<file path="src/rtl/ctrl_pkg.sv">
// Shared definitions for the decode-to-writeback control pipeline.
// This package holds the control-word layouts, the bubble value and the select encodings.
package ctrl_pkg;
  localparam int CTRL_REG_W = 5;
  localparam int CTRL_ALU_W = 3;

  localparam logic [1:0] MEM_NONE  = 2'b00;
  localparam logic [1:0] MEM_READ  = 2'b10;
  localparam logic [1:0] MEM_WRITE = 2'b11;

  localparam logic [1:0] FWD_RF  = 2'b00;
  localparam logic [1:0] FWD_MEM = 2'b10;
  localparam logic [1:0] FWD_WB  = 2'b01;

  typedef struct packed {
    logic                  reg_write;
    logic [1:0]            mem_ctrl;
    logic                  branch;
    logic                  alu_src;
    logic [CTRL_ALU_W-1:0] alu_ctrl;
    logic [CTRL_REG_W-1:0] rs1;
    logic [CTRL_REG_W-1:0] rs2;
    logic [CTRL_REG_W-1:0] rd;
  } ctrl_t;

  // Later stages keep only the fields their consumers still need.
  typedef struct packed {
    logic                  reg_write;
    logic [1:0]            mem_ctrl;
    logic [CTRL_REG_W-1:0] rd;
  } mem_t;

  typedef struct packed {
    logic                  reg_write;
    logic [CTRL_REG_W-1:0] rd;
  } wb_t;

  localparam ctrl_t BUBBLE     = '0;
  localparam mem_t  MEM_BUBBLE = '0;
endpackage

</file>
<file path="src/rtl/ctrl_fwd_unit.sv">
// This unit selects the forwarding source for one EXE operand.
// A MEM-stage writer takes priority over a WB-stage writer, and x0 is never forwarded.
module ctrl_fwd_unit
  import ctrl_pkg::*;
#(
  parameter int REG_ADDR_W = CTRL_REG_W
) (
  input  logic [REG_ADDR_W-1:0] rs_e,
  input  logic                  reg_write_m,
  input  logic [REG_ADDR_W-1:0] rd_m,
  input  logic                  reg_write_w,
  input  logic [REG_ADDR_W-1:0] rd_w,
  output logic [1:0]            fwd
);
  always_comb begin
    fwd = FWD_RF;
    if (reg_write_w && (rd_w != '0) && (rd_w == rs_e)) fwd = FWD_WB;
    if (reg_write_m && (rd_m != '0) && (rd_m == rs_e)) fwd = FWD_MEM;
  end
endmodule

</file>
<file path="src/rtl/ctrl_pipe.sv">
// This module carries the decoded control word through the EXE, MEM and WB stages.
// It applies stall and branch-flush, counts inserted bubbles and drives the operand forwarding selects.
module ctrl_pipe
  import ctrl_pkg::*;
#(
  parameter int REG_ADDR_W = CTRL_REG_W,
  parameter int ALU_CTRL_W = CTRL_ALU_W,
  parameter int CNT_W      = 16
) (
  input  logic                  clk,
  input  logic                  rst_n,
  input  logic                  reg_write_d,
  input  logic                  alu_src_d,
  input  logic                  branch_d,
  input  logic [ALU_CTRL_W-1:0] alu_ctrl_d,
  input  logic [1:0]            mem_ctrl_d,
  input  logic [REG_ADDR_W-1:0] rs1_d,
  input  logic [REG_ADDR_W-1:0] rs2_d,
  input  logic [REG_ADDR_W-1:0] rd_d,
  input  logic                  stall_i,
  input  logic                  branch_taken_e,
  output logic                  alu_src_e,
  output logic                  branch_e,
  output logic [ALU_CTRL_W-1:0] alu_ctrl_e,
  output logic [1:0]            forward_a_e,
  output logic [1:0]            forward_b_e,
  output logic [1:0]            mem_ctrl_m,
  output logic                  reg_write_w,
  output logic [REG_ADDR_W-1:0] rd_w,
  output logic [CNT_W-1:0]      flush_count
);
  ctrl_t e_q, e_d, dec;
  mem_t  m_q, m_d;
  wb_t   w_q;
  logic  hold_e;

  // A flush overrides a stall, so a stall holds EXE only when no branch is taken.
  assign hold_e = stall_i & ~branch_taken_e;

  always_comb begin
    dec           = BUBBLE;
    dec.reg_write = reg_write_d;
    dec.mem_ctrl  = mem_ctrl_d;
    dec.branch    = branch_d;
    dec.alu_src   = alu_src_d;
    dec.alu_ctrl  = alu_ctrl_d;
    dec.rs1       = rs1_d;
    dec.rs2       = rs2_d;
    dec.rd        = rd_d;

    e_d = dec;
    if (branch_taken_e) e_d = BUBBLE;
    else if (stall_i)   e_d = e_q;

    m_d = hold_e ? MEM_BUBBLE : '{reg_write: e_q.reg_write, mem_ctrl: e_q.mem_ctrl, rd: e_q.rd};
  end

  always_ff @(posedge clk or negedge rst_n) begin
    if (!rst_n) begin
      e_q         <= BUBBLE;
      m_q         <= MEM_BUBBLE;
      w_q         <= '0;
      flush_count <= '0;
    end else begin
      e_q <= e_d;
      m_q <= m_d;
      w_q <= '{reg_write: m_q.reg_write, rd: m_q.rd};
      if ((stall_i || branch_taken_e) && (flush_count != '1))
        flush_count <= flush_count + 1'b1;
    end
  end

  assign alu_src_e   = e_q.alu_src;
  assign branch_e    = e_q.branch;
  assign alu_ctrl_e  = e_q.alu_ctrl;
  assign mem_ctrl_m  = m_q.mem_ctrl;
  assign reg_write_w = w_q.reg_write;
  assign rd_w        = w_q.rd;

  // Forwarding unit 0 serves operand A (rs1) and unit 1 serves operand B (rs2).
  logic [1:0][REG_ADDR_W-1:0] rs_e;
  logic [1:0][1:0]            fwd;

  assign rs_e = {e_q.rs2, e_q.rs1};

  for (genvar g = 0; g < 2; g++) begin : g_fwd
    ctrl_fwd_unit #(.REG_ADDR_W(REG_ADDR_W)) u_fwd (
      .rs_e        (rs_e[g]),
      .reg_write_m (m_q.reg_write),
      .rd_m        (m_q.rd),
      .reg_write_w (w_q.reg_write),
      .rd_w        (w_q.rd),
      .fwd         (fwd[g])
    );
  end

  assign forward_a_e = fwd[0];
  assign forward_b_e = fwd[1];
endmodule

</file>
<file path="config.mk">
export PLATFORM = sky130hd
export DESIGN_NAME = ctrl_pipe
export DESIGN_NICKNAME = d
export VERILOG_FILES = /design/src/rtl/ctrl_pkg.sv /design/src/rtl/ctrl_fwd_unit.sv /design/src/rtl/ctrl_pipe.sv
export SDC_FILE = /design/constraint.sdc
export NUM_CORES = 1
export LEC_CHECK = 0
export ABC_AREA = 0
export ABC_CLOCK_PERIOD_IN_PS = 3400
export CAP_MARGIN = 40
export CORE_UTILIZATION = 53
export CTS_BUF_LIST = sky130_fd_sc_hd__clkbuf_8 sky130_fd_sc_hd__clkbuf_16
export DETAILED_ROUTE_END_ITERATION = 12
export PLACE_DENSITY = 0.82
export REMOVE_ABC_BUFFERS = 1
export SLEW_MARGIN = 0
export SYNTH_ARGS = -nofsm -noshare
export SYNTH_HDL_FRONTEND = slang
export SYNTH_SLANG_ARGS = --single-unit
</file>
<file path="constraint.sdc">
create_clock -name clk -period 3.4 [get_ports clk]
set_input_delay 0.68 -clock clk [delete_from_list [all_inputs] [get_ports clk]]
set_output_delay 0.68 -clock clk [all_outputs]
set_load 0.02 [all_outputs]
</file>
Word level (Yosys, flattened, before mapping)
Index checks and enable logic that the tools add are counted.

Flip-flop bits (word level): 53. Latch bits: 0. RAM bits: 0. Bits in read-only memories: 0. Input bits: 27. Logic and storage cells: 40. Memories kept: 0.

$add $sub $neg: 1. $mul: 0. Div/mod/pow operators: 0. Magnitude comparators: 0. Equal/unequal tests: 6. Shift-type cells: 0. Muxes and demuxes: 7. Bitwise operators: 2. Reduce and logical (&&, ||, !) cells: 10.

Operators by type and width (count): 2-to-1 mux 23 bit (2); equality test 5 bit (4); adder 16 x 1 -> 16 bit, second input constant (1); != test 16 bit, second input constant (1); nonzero test 5 bit (2); 2-to-1 mux 8 bit (1); logical AND 1 bit (7); 2-to-1 mux 2 bit (2); 2-to-1 mux 1 bit (2); != test 2 x 1 -> 1 bit, second input constant (1); AND 1 bit (1); logical OR 1 bit (1); NOT 1 bit (1).

Depth between registers and ports, before layout
Gate-level depths: netlist (run 1).

Depth in word-level cells: 5. Gate-level depth with buffers: 5. Mapped depth without buffers: 5.

Modules after synthesis
A second synthesis (run 1) with hierarchy kept.

Cells, all modules: 219. Area, all modules: 2529.9 µm².

By module, submodules not included: ctrl_pipe (instances 1, cells an instance 179, area each 2227.1 µm²); ctrl_fwd_unit (instances 2, cells an instance 20, area each 151.4 µm²).

Least setup slack after synthesis (run 1)
OpenSTA, ideal clock, no wires.

Path kind: register to output. Start: register m_q[0] in the netlist's numbering. End: output forward_b_e[0]. Data arrival time: 1.760 ns. Data required time: 2.720 ns. Path slack: 0.960 ns. Cell stages (with the launch flop): 5. Buffers on the path: 0. Cell sequence: dfrtp_1 -> or4_1 -> o21ai_2 -> nor4_1 -> nor3_1.

Word-level cells in the longest chain between the ends: 4. Elaborated cells on any way between the ends: 5. Those cells by class: eq/ne (1); mux (1); reduce/logical (3).

Ends and longest elaborated chain: from (decl) (RTL line ctrl_pipe.sv:33) `mem_t m_q, m_d;`; from (signal assigned) (RTL line ctrl_pipe.sv:66) `m_q <= m_d;`; nonzero test 5 bit (RTL line ctrl_fwd_unit.sv:18) `if (reg_write_m && (rd_m != '0) && (rd_m == rs_e)) fwd = FWD_MEM;`; logical AND 1 bit (RTL line ctrl_fwd_unit.sv:18); logical AND 1 bit (*) (RTL line ctrl_fwd_unit.sv:18); 2-to-1 mux 2 bit (*) (RTL line ctrl_fwd_unit.sv:18); to (decl) (RTL line ctrl_pipe.sv:26) `output logic [1:0] forward_b_e,`.

Every way passes the cells marked *; elsewhere a longest branch is shown, timed or not.

Worst setup path in the final report (run 1)
Start: register m_q[0] in the netlist's numbering. End: output forward_a_e[0].

Word-level cells in the longest chain between the ends: 4. Elaborated cells on any way between the ends: 5. Those cells by class: eq/ne (1); mux (1); reduce/logical (3).

Ends and longest elaborated chain: nonzero test 5 bit (RTL line ctrl_fwd_unit.sv:18); logical AND 1 bit (RTL line ctrl_fwd_unit.sv:18); logical AND 1 bit (*) (RTL line ctrl_fwd_unit.sv:18); 2-to-1 mux 2 bit (*) (RTL line ctrl_fwd_unit.sv:18); to (decl) (RTL line ctrl_pipe.sv:25) `output logic [1:0] forward_a_e,`.

Marks and branches as above.

==> flow_summary.ini, run 1 <==
[cts]
cts.path.max_buffers = 2
cts-buffers-inserted = 5
postCtsSetupBuffers = 0
cts_sinks = 53
path_clk_slew_ns = 0.09
clkLatencyLatePin_ns = 0.30
cts_root_buf = clkbuf_8
cts_resized = 0
htreeDepth = 2
cts_tree = built
cts_hold_buf = 0

[run_status]
status = finished clean

[power_and_ir_drop]
peakVddDrop_uv = 361.0
switching_share = 0.2987
combPwrFrac = 0.247
power_density_nw_per_um2 = 493.5
p_seq_frac = 0.509
p_sw_uw = 461.1
power_leakage_uw = 0.001441
p_int_uw = 1083
p_clk_frac = 0.243

[timing]
fin_tns_setup_ns = 0
fin_crit_sh = 0.9077
rsz0062_at_grt = no
skew_ns = 0.007827
worstMarginPinSlew_ns = 0.7645
setup_violations = 0
min_period_ns = 3.086
finalHoldViolCount = 0
max_slew_margin = 0.4903
fmax_mhz = 324.0
maxSlewViolCount = 0

[global_routing]
antenna_found_initial = 0
grt_pass1_wl_um = 7872
grt_pass1_vias = 1629
grt_max_degree = 36
overflow = 0
grt_usage = 0.2094

[layout]
area_growth_pct = 29.27
design_area_sq_um = 3128
final_nets = 289
fin_util = 0.7135
n_antenna_cell = 0
drive_gt1_frac = 0.06870

[placement]
port_buffers = 59
postPlaceCellArea_sq_um = 3027
place_congestion = 0.7743
hpwlAfterDp_um = 3305

[setup_path]
crit_chain = or4_1, o21ai_2, nor4_2, nor4_2, clkdlybuf4s50_1
cp-end-kind = output pin
crit_path_top_delay_cell = clkdlybuf4s50_1
path_max_fanout = 4
worstPathRequired_ns = 2.72
cp_data_arrival_time_ns = 2.41
cp-start-kind = flip-flop
crit_top_cell = nor4_2
worstSetupPathType = reg2out
max_stage_delay_ns = 0.64

[yosys]
ys.flop_type = dfrtp_1
ys_ff_latch = 53
synthArstFlopShare = 1.000
seq_area_frac_synth = 0.5481
synth.distinct_cells = 30
synth_area_sq_um = 2420
syn_inst = 203
synth-edff-count = 0
avgSynthCellArea_sq_um = 11.92
synth_warnings = 0

[die]
start_util = 0.5519
row_count = 24
die_w_um = 69.57
num_io_pins = 60
core_area_sq_um = 4384
die_area_sq_um = 4840
chipHeight_um = 69.57

[run]
maxCapViolCount = 0

[routing]
post-route-drc-count = 0
drtPass1Iterations = 4
vias = 1646
ant_nets = 0
drtIter0Drc = 81
wl_um = 4506
wl_per_cell_um = 14.35
vias_per_cell = 5.242

[hold_path]
hold_class = reg2reg
-- registers in the layout, summed over array words and instances (netlist names) --
signal / cells
mem_ctrl_m: 2
alu_src_e: 1
alu_ctrl_e: 3
rd_w: 5
flush_count: 16
branch_e: 1
reg_write_w: 1
m_q: 6
e_q: 18
-- logic make-up (layout without fill, tap and decap cells) --
logic type	count (synthesis)	after routing	synth area share
buf+inv	14	73	0.03206
compound gates	7	7	0.03827
fa+ha+maj	1	1	0.005170
mux	25	25	0.1039
simple gates	70	70	0.1531
xor+xnor	33	33	0.1194
flops	53	53	0.5481
-- area by class of cell --
| type | instances | area, sq um |
|---|---|---|
| clock buffers | 7 | 96.34 |
| clock inverters | 1 | 5.005 |
| fillers | 326 | 1256 |
| inverters | 3 | 11.26 |
| multi-input cells | 136 | 1016 |
| flip-flops and latches | 53 | 1326 |
| well taps | 52 | 65.06 |
| repair buffers | 62 | 608.1 |
-- cells in the mapped netlist (2+ instances only) --
library cell / count / share of area
and3_1: 3 / 0.0078
clkbuf_1: 2 / 0.0031
buf_2: 5 / 0.010
nand4_1: 8 / 0.021
mux2i_1: 24 / 0.099
and4_1: 3 / 0.011
nor3_1: 3 / 0.0062
xnor2_1: 19 / 0.069
or4_1: 3 / 0.0093
buf_4: 3 / 0.0093
and2_1: 8 / 0.021
xor2_1: 14 / 0.051
nor4_2: 2 / 0.010
nor2_1: 27 / 0.042
dfrtp_1: 53 / 0.55
inv_1: 3 / 0.0047
nand2_1: 5 / 0.0078
nand3_1: 6 / 0.012
-- per-stage QoR --
stage	hold slack [ns]	power (uW)	worst slack, ns	std cells
finish	0.4157	1544	0.3139	314
CTS	0.4168	1562	0.2840	314
detailed placement	0.3960	1182	0.6279	306
global placement	0.4023	1174	0.6707	306
global route	0.4320	1628	0.2008	314
floorplan	0.3716	981.9	0.9601	192
-- worst max-delay path, delay by kind of cell (launching register included) --
| kind | cells | cell delay [ns] |
|---|---|---|
| flops | 1 | 0.43 |
| simple gates | 3 | 0.88 |
| compound gates | 1 | 0.16 |
| buf+inv | 1 | 0.64 |
-- metal layers --
layer,up-vias,part of all wire,global-route usage
li1,816,-,-
met3,6,0.044,0.05233
met5,-,0,0
met2,40,0.47,0.3128
met1,784,0.47,0.3015
met4,0,0.014,0.06803
-- power groups by stage --
stage                     clock (uW)  combinational [uW]  sequential, uW
after CTS                        389                 386             787
after global placement             0                 377             797
after global routing             416                 413             799
after floorplan                    0                 140             842
final                            376                 382             787
after detailed placement           0                 384             798
-- placed cells by master (no fill, tap or decap), types with 2 or more instances in the layout --
cell type | Yosys | layout
dfrtp_1 | 53 | 53
and4_1 | 3 | 3
nor2_1 | 27 | 27
nor4_2 | 2 | 2
xor2_1 | 14 | 14
buf_4 | 3 | 3
and2_1 | 8 | 8
clkbuf_8 | 0 | 7
clkdlybuf4s50_1 | 0 | 58
nand2_1 | 5 | 5
and3_1 | 3 | 3
nor3_1 | 3 | 3
mux2i_1 | 24 | 24
or4_1 | 3 | 3
nand3_1 | 6 | 6
nand4_1 | 8 | 8
inv_1 | 3 | 3
xnor2_1 | 19 | 19
-- worst paths after layout --
| check | from | to | slack (ns) | depth (start not counted) |
|---|---|---|---|---|
| max | m_q[0] | forward_a_e[0] | 0.31 | 5 |
| min | m_q[7] | reg_write_w | 0.42 | 0 |
| max reg2reg | flush_count[0] | flush_count[1] | 1.57 | 4 |
| min reg2reg | m_q[7] | reg_write_w | 0.42 | 0 |
| max in group asynchronous | rst_n | flush_count[4] | 2.23 | 2 |
| min in group asynchronous | rst_n | rd_w[2] | 0.44 | 1 |
Note: power is estimated with default switching activity, not from simulation.
==> run 2, diff against run 1 <==
--- a/config.mk
+++ b/config.mk
@@ -8,10 +8,11 @@
 export ABC_AREA = 0
 export ABC_CLOCK_PERIOD_IN_PS = 3400
 export CAP_MARGIN = 40
-export CORE_UTILIZATION = 53
+export CORE_UTILIZATION = 55
 export CTS_BUF_LIST = sky130_fd_sc_hd__clkbuf_8 sky130_fd_sc_hd__clkbuf_16
 export DETAILED_ROUTE_END_ITERATION = 12
-export PLACE_DENSITY = 0.82
+export DONT_BUFFER_PORTS = 1
+export PLACE_DENSITY = 0.67
 export REMOVE_ABC_BUFFERS = 1
 export SLEW_MARGIN = 0
 export SYNTH_ARGS = -nofsm -noshare
==> run 2 against run 1 <==
Net effect: critical path depth shrank 1; global-route usage fell by 0.76 points; critical endpoint unchanged; largest cell class unchanged; critical path type unchanged; sequential power up 8.5%; sequential cell count is the same; register-to-register slack worse by 0.09 ns.
==> flow_summary.ini, run 2 (synthesis gave the netlist of run 1 again) <==
[setup_path]
cp_data_arrival_time_ns = 2.10
worstPathRequired_ns = 2.72
cp-end-kind = output pin
path_max_fanout = 4
cp-start-kind = flip-flop
worstSetupPathType = reg2out

[cts]
cts_sinks = 53
path_clk_slew_ns = 0.09
postCtsSetupBuffers = 0
cts-buffers-inserted = 5
cts.path.max_buffers = 2
htreeDepth = 2
cts_resized = 0
clkLatencyLatePin_ns = 0.31
cts_hold_buf = 0
cts_tree = built
cts_root_buf = clkbuf_8

[layout]
nFillCells = 353
fin_util = 0.6108
drive_gt1_frac = 0.07463
final_common_cell = dfrtp_1
area_growth_pct = 3.878
max_flop_register = e_q
n_antenna_cell = 0
reg.largest.list = e_q: 18 flops, flush_count: 16 flops, m_q: 6 flops
final_cell_mix = dfrtp_1 (53), nor2_1 (27), mux2i_1 (24), xnor2_1 (19), xor2_1 (14)
largest_reg_flops = 18
final_nets = 228

[timing]
max_slew_margin = 0.5382
fin_ws_ns = 0.6207
fmax_mhz = 359.8
setup_violations = 0
min_period_ns = 2.779
rsz0062_at_grt = no
maxSlewViolCount = 0
fin_crit_sh = 0.8174
fin_tns_setup_ns = 0
worstMarginPinSlew_ns = 0.6869
finalHoldViolCount = 0
skew_ns = 0.008187

[run_status]
status = finished clean

[routing]
drtPass1Iterations = 4
vias = 1448
drtIter0Drc = 110
wl_um = 4130
vias_per_cell = 5.769
post-route-drc-count = 0
ant_nets = 0
wl_per_cell_um = 16.45

[global_routing]
overflow = 0
use_met3 = 0.07833
grt_max_degree = 54
grt_util_met2 = 0.3076
grt_pass1_wl_um = 6637
grt_pass1_vias = 1454
antenna_found_initial = 0
gr-usage-met1 = 0.2546
gr-max-usage-layer = met2
grt_usage = 0.2018

[placement]
pre_cts_ws_ns = 0.9369
place_congestion = 0.7817
port_buffers = 0
hpwlAfterDp_um = 2986

[run]
maxCapViolCount = 0

[power_and_ir_drop]
power_density_nw_per_um2 = 537.2
peakVddDrop_uv = 452.4
power_leakage_uw = 0.001201

[die]
die_w_um = 68.33
start_util = 0.5880
chipHeight_um = 68.33
core_area_sq_um = 4115
num_io_pins = 60
row_count = 23
die_area_sq_um = 4669

[hold_path]
hold_class = in2async
==> run 2: cell count changes in the layout (fill, tap and decap cells not counted), sizes merged <==
cell and change:
clkdlybuf4s50 -58, buf -4, clkbuf -2, clkdlybuf4s15 +1
clkinv +1, clkinvlp +1
==> run 2: worst max-delay path, cell delays in order, from the launching register on <==
cell and delay [ns]:
dfrtp_1 0.43, or4_1 0.54, o21ai_2 0.16, nor4_2 0.12, nor4_2 0.54
==> run 2: final timing paths <==
check                            endpoint  depth (start not counted)  slack, ns            from
max                        forward_a_e[0]                          4       0.62          m_q[0]
min                               rd_w[1]                          0       0.06           rst_n
max reg2reg                flush_count[1]                          4       1.48  flush_count[0]
min reg2reg                   reg_write_w                          0       0.41          m_q[7]
max in group asynchronous  flush_count[4]                          0       3.24           rst_n
min in group clk              reg_write_w                          0       0.41          m_q[7]
==> run 2: stage by stage <==
stage               area (sq um)  std cells  hold slack [ns]  power, uW
global placement            2416        242           0.3854       1014
floorplan                   2354        192           0.3716      981.9
global route                2514        251          0.02511       1427
finish                      2514        251          0.06065       1350
CTS                         2514        251          0.04330       1365
detailed placement          2427        243           0.3857       1028
==> run 2: report_power, final <==
group          switching [uW]  leakage [uW]  total, uW  internal (uW)
Clock                     196     0.0000439        338            142
Sequential                157      0.000699        854            697
Combinational            69.7      0.000458        159           88.9
==> run 2: cell type report <==
cell class              instances  area (sq um)  area share
clock buffers                   5         68.82     0.02738
clock inverters                 3         17.52    0.006969
flip-flops and latches         53          1326      0.5276
inverters                       3         11.26    0.004480
multi-input cells             136          1016      0.4042
well taps                      50         62.56     0.02489
repair buffers                  1         11.26    0.004480
==> run 2: routing by layer <==
layer  up-vias  routed length [um]
li1        681                   -
met1       698                1821
met2        63                1844
met3         6                 398
met4         0                  67
met5         -                   0
==> run 3, diff against run 2 <==
--- a/config.mk
+++ b/config.mk
@@ -6,7 +6,7 @@
 export NUM_CORES = 1
 export LEC_CHECK = 0
 export ABC_AREA = 0
-export ABC_CLOCK_PERIOD_IN_PS = 3400
+export ABC_CLOCK_PERIOD_IN_PS = 2600
 export CAP_MARGIN = 40
 export CORE_UTILIZATION = 55
 export CTS_BUF_LIST = sky130_fd_sc_hd__clkbuf_8 sky130_fd_sc_hd__clkbuf_16
==> constraint.sdc (replaced) <==
create_clock -name clk -period 2.6 [get_ports clk]
set_input_delay 0.52 -clock clk [delete_from_list [all_inputs] [get_ports clk]]
set_output_delay 0.52 -clock clk [all_outputs]
set_load 0.02 [all_outputs]
==> run 3 against run 2 <==
Net effect: via count shrank 0.76%; clock-buffer cell count grew 1; cell area grew 2.3%; register-to-register slack worse by 0.79 ns; combinational power up 46%; wire length grew 4.0%; sequential share of layout area decreased by 1.2 points; global-route usage up 0.41 points; worst setup slack got worse by 0.50 ns; die area stayed put; non-clock buffer count grew 5; critical path type unchanged; highest routed layer unchanged.
==> flow_summary.ini, run 3 (synthesis gave the netlist of run 1 again) <==
[routing]
vias = 1437
ant_nets = 0
drtPass1Iterations = 4
wl_met3_um = 347
vias_per_cell = 5.635
wl_um = 4295
routed.top_layer = met4
drtIter0Drc = 58
wl_met1_um = 1980
post-route-drc-count = 0
wl_per_cell_um = 16.84
wl_met2_um = 1923

[timing]
fin_crit_sh = 0.9525
min_period_ns = 2.476
rsz0062_at_grt = no
worstMarginPinSlew_ns = 0.6652
maxSlewViolCount = 0
fin_ws_ns = 0.1236
fmax_mhz = 403.8
holdWs_ns = 0.06831
fin_tns_setup_ns = 0
max_slew_margin = 0.5528
skew_ns = 0.003500
finalHoldViolCount = 0
setup_violations = 0

[placement]
port_buffers = 0
place_congestion = 0.7805
pre_cts_ws_ns = 0.4062
hpwlAfterDp_um = 3012

[die]
core_area_sq_um = 4115
start_util = 0.5880
die_w_um = 68.33
row_count = 23
num_io_pins = 60
die_area_sq_um = 4669
chipHeight_um = 68.33

[layout]
nFillCells = 355
drive_gt1_frac = 0.08780
area_growth_pct = 6.257
final_common_cell = dfrtp_1
final_cell_mix = dfrtp_1 (53), nor2_1 (27), mux2i_1 (24), xnor2_1 (19), xor2_1 (14)
max_flop_register = e_q
largest_reg_flops = 18
final_nets = 233
reg.largest.list = e_q: 18 flops, flush_count: 16 flops, m_q: 6 flops
n_antenna_cell = 0

[setup_path]
cp-end-kind = output pin
worstPathRequired_ns = 2.08
cp_data_arrival_time_ns = 1.96
path_max_fanout = 3
worstSetupPathType = reg2out
cp-start-kind = flip-flop

[global_routing]
grt_usage = 0.2059
grt_pass1_vias = 1514
grt_max_degree = 54
overflow = 0
antenna_found_initial = 0
grt_pass1_wl_um = 6865

[run]
maxCapViolCount = 0

[run_status]
status = finished clean

[power_and_ir_drop]
power_leakage_uw = 0.001239
power_density_nw_per_um2 = 700.1
peakVddDrop_uv = 547.6
power_uw = 1800

[cts]
cts_root_buf = clkbuf_8
cts.path.max_buffers = 2
htreeDepth = 2
cts_sinks = 53
cts-buffers-inserted = 5
path_clk_slew_ns = 0.09
cts_tree = built
clkLatencyLatePin_ns = 0.30

[hold_path]
hold_class = in2async
## run 3: cell types whose count changed in the layout (fill, tap and decap cells not counted), sizes merged
| cell | change |
|---|---|
| inv | +1 |
| clkinvlp | -1 |
| clkbuf | +1 |
| buf | +5 |
| clkinv | -2 |
## run 3: final timing paths
path | from | end | slack, ns | cells after the start
setup reg to reg | flush_count[0] | flush_count[14] | 0.69 | 5
setup / recovery | m_q[0] | forward_a_e[0] | 0.12 | 5
hold reg to reg | m_q[7] | reg_write_w | 0.43 | 0
min in group clk | branch_taken_e | e_q[21] | 0.27 | 1
max in group asynchronous | rst_n | e_q[3] | 2.31 | 1
hold / removal | rst_n | e_q[8] | 0.07 | 1
## run 3: cell type report
class	count	area, sq um	share of cell area
tap	50	62.56	0.02433
clock buffer	6	82.58	0.03212
inverter	3	11.26	0.004380
clock inverter	1	3.754	0.001460
timing repair buffer	6	68.82	0.02676
sequential	53	1326	0.5158
multi-input combinational	136	1016	0.3951
## run 3: per-stage QoR
| stage | cells | cell area (sq um) | util |
|---|---|---|---|
| after CTS | 253 | 2556 | 0.6212 |
| after global routing | 255 | 2571 | 0.6248 |
| after global placement | 244 | 2431 | 0.5908 |
| final | 255 | 2571 | 0.6248 |
| after floorplan | 192 | 2354 | - |
| after detailed placement | 245 | 2442 | 0.5935 |
## run 3: report_power, final
part / internal [uW] / switching, uW
Combinational: 123 / 108
Clock: 208 / 247
Sequential: 911 / 203
## run 3: layer usage
layer,track usage,vias to the layer above
met5,0,-
met3,0.08833,6
li1,-,696
met4,0.05469,0
met1,0.2611,684
met2,0.3211,51
## run 3: repair_timing
item                                    in CTS  in global routing
endpoints found under the setup margin       0                  1
hold endpoints to repair                    53                  0
buffers inserted                             0                  2
resized for setup                            0                  0
hold buffers                                 1                  0
## run 3: critical path, cell delays in order (launching register included)
cell,delay (ns)
dfrtp_1,0.41
or4_1,0.54
o21ai_2,0.16
nor4_2,0.11
nor4_2,0.27
buf_4,0.17
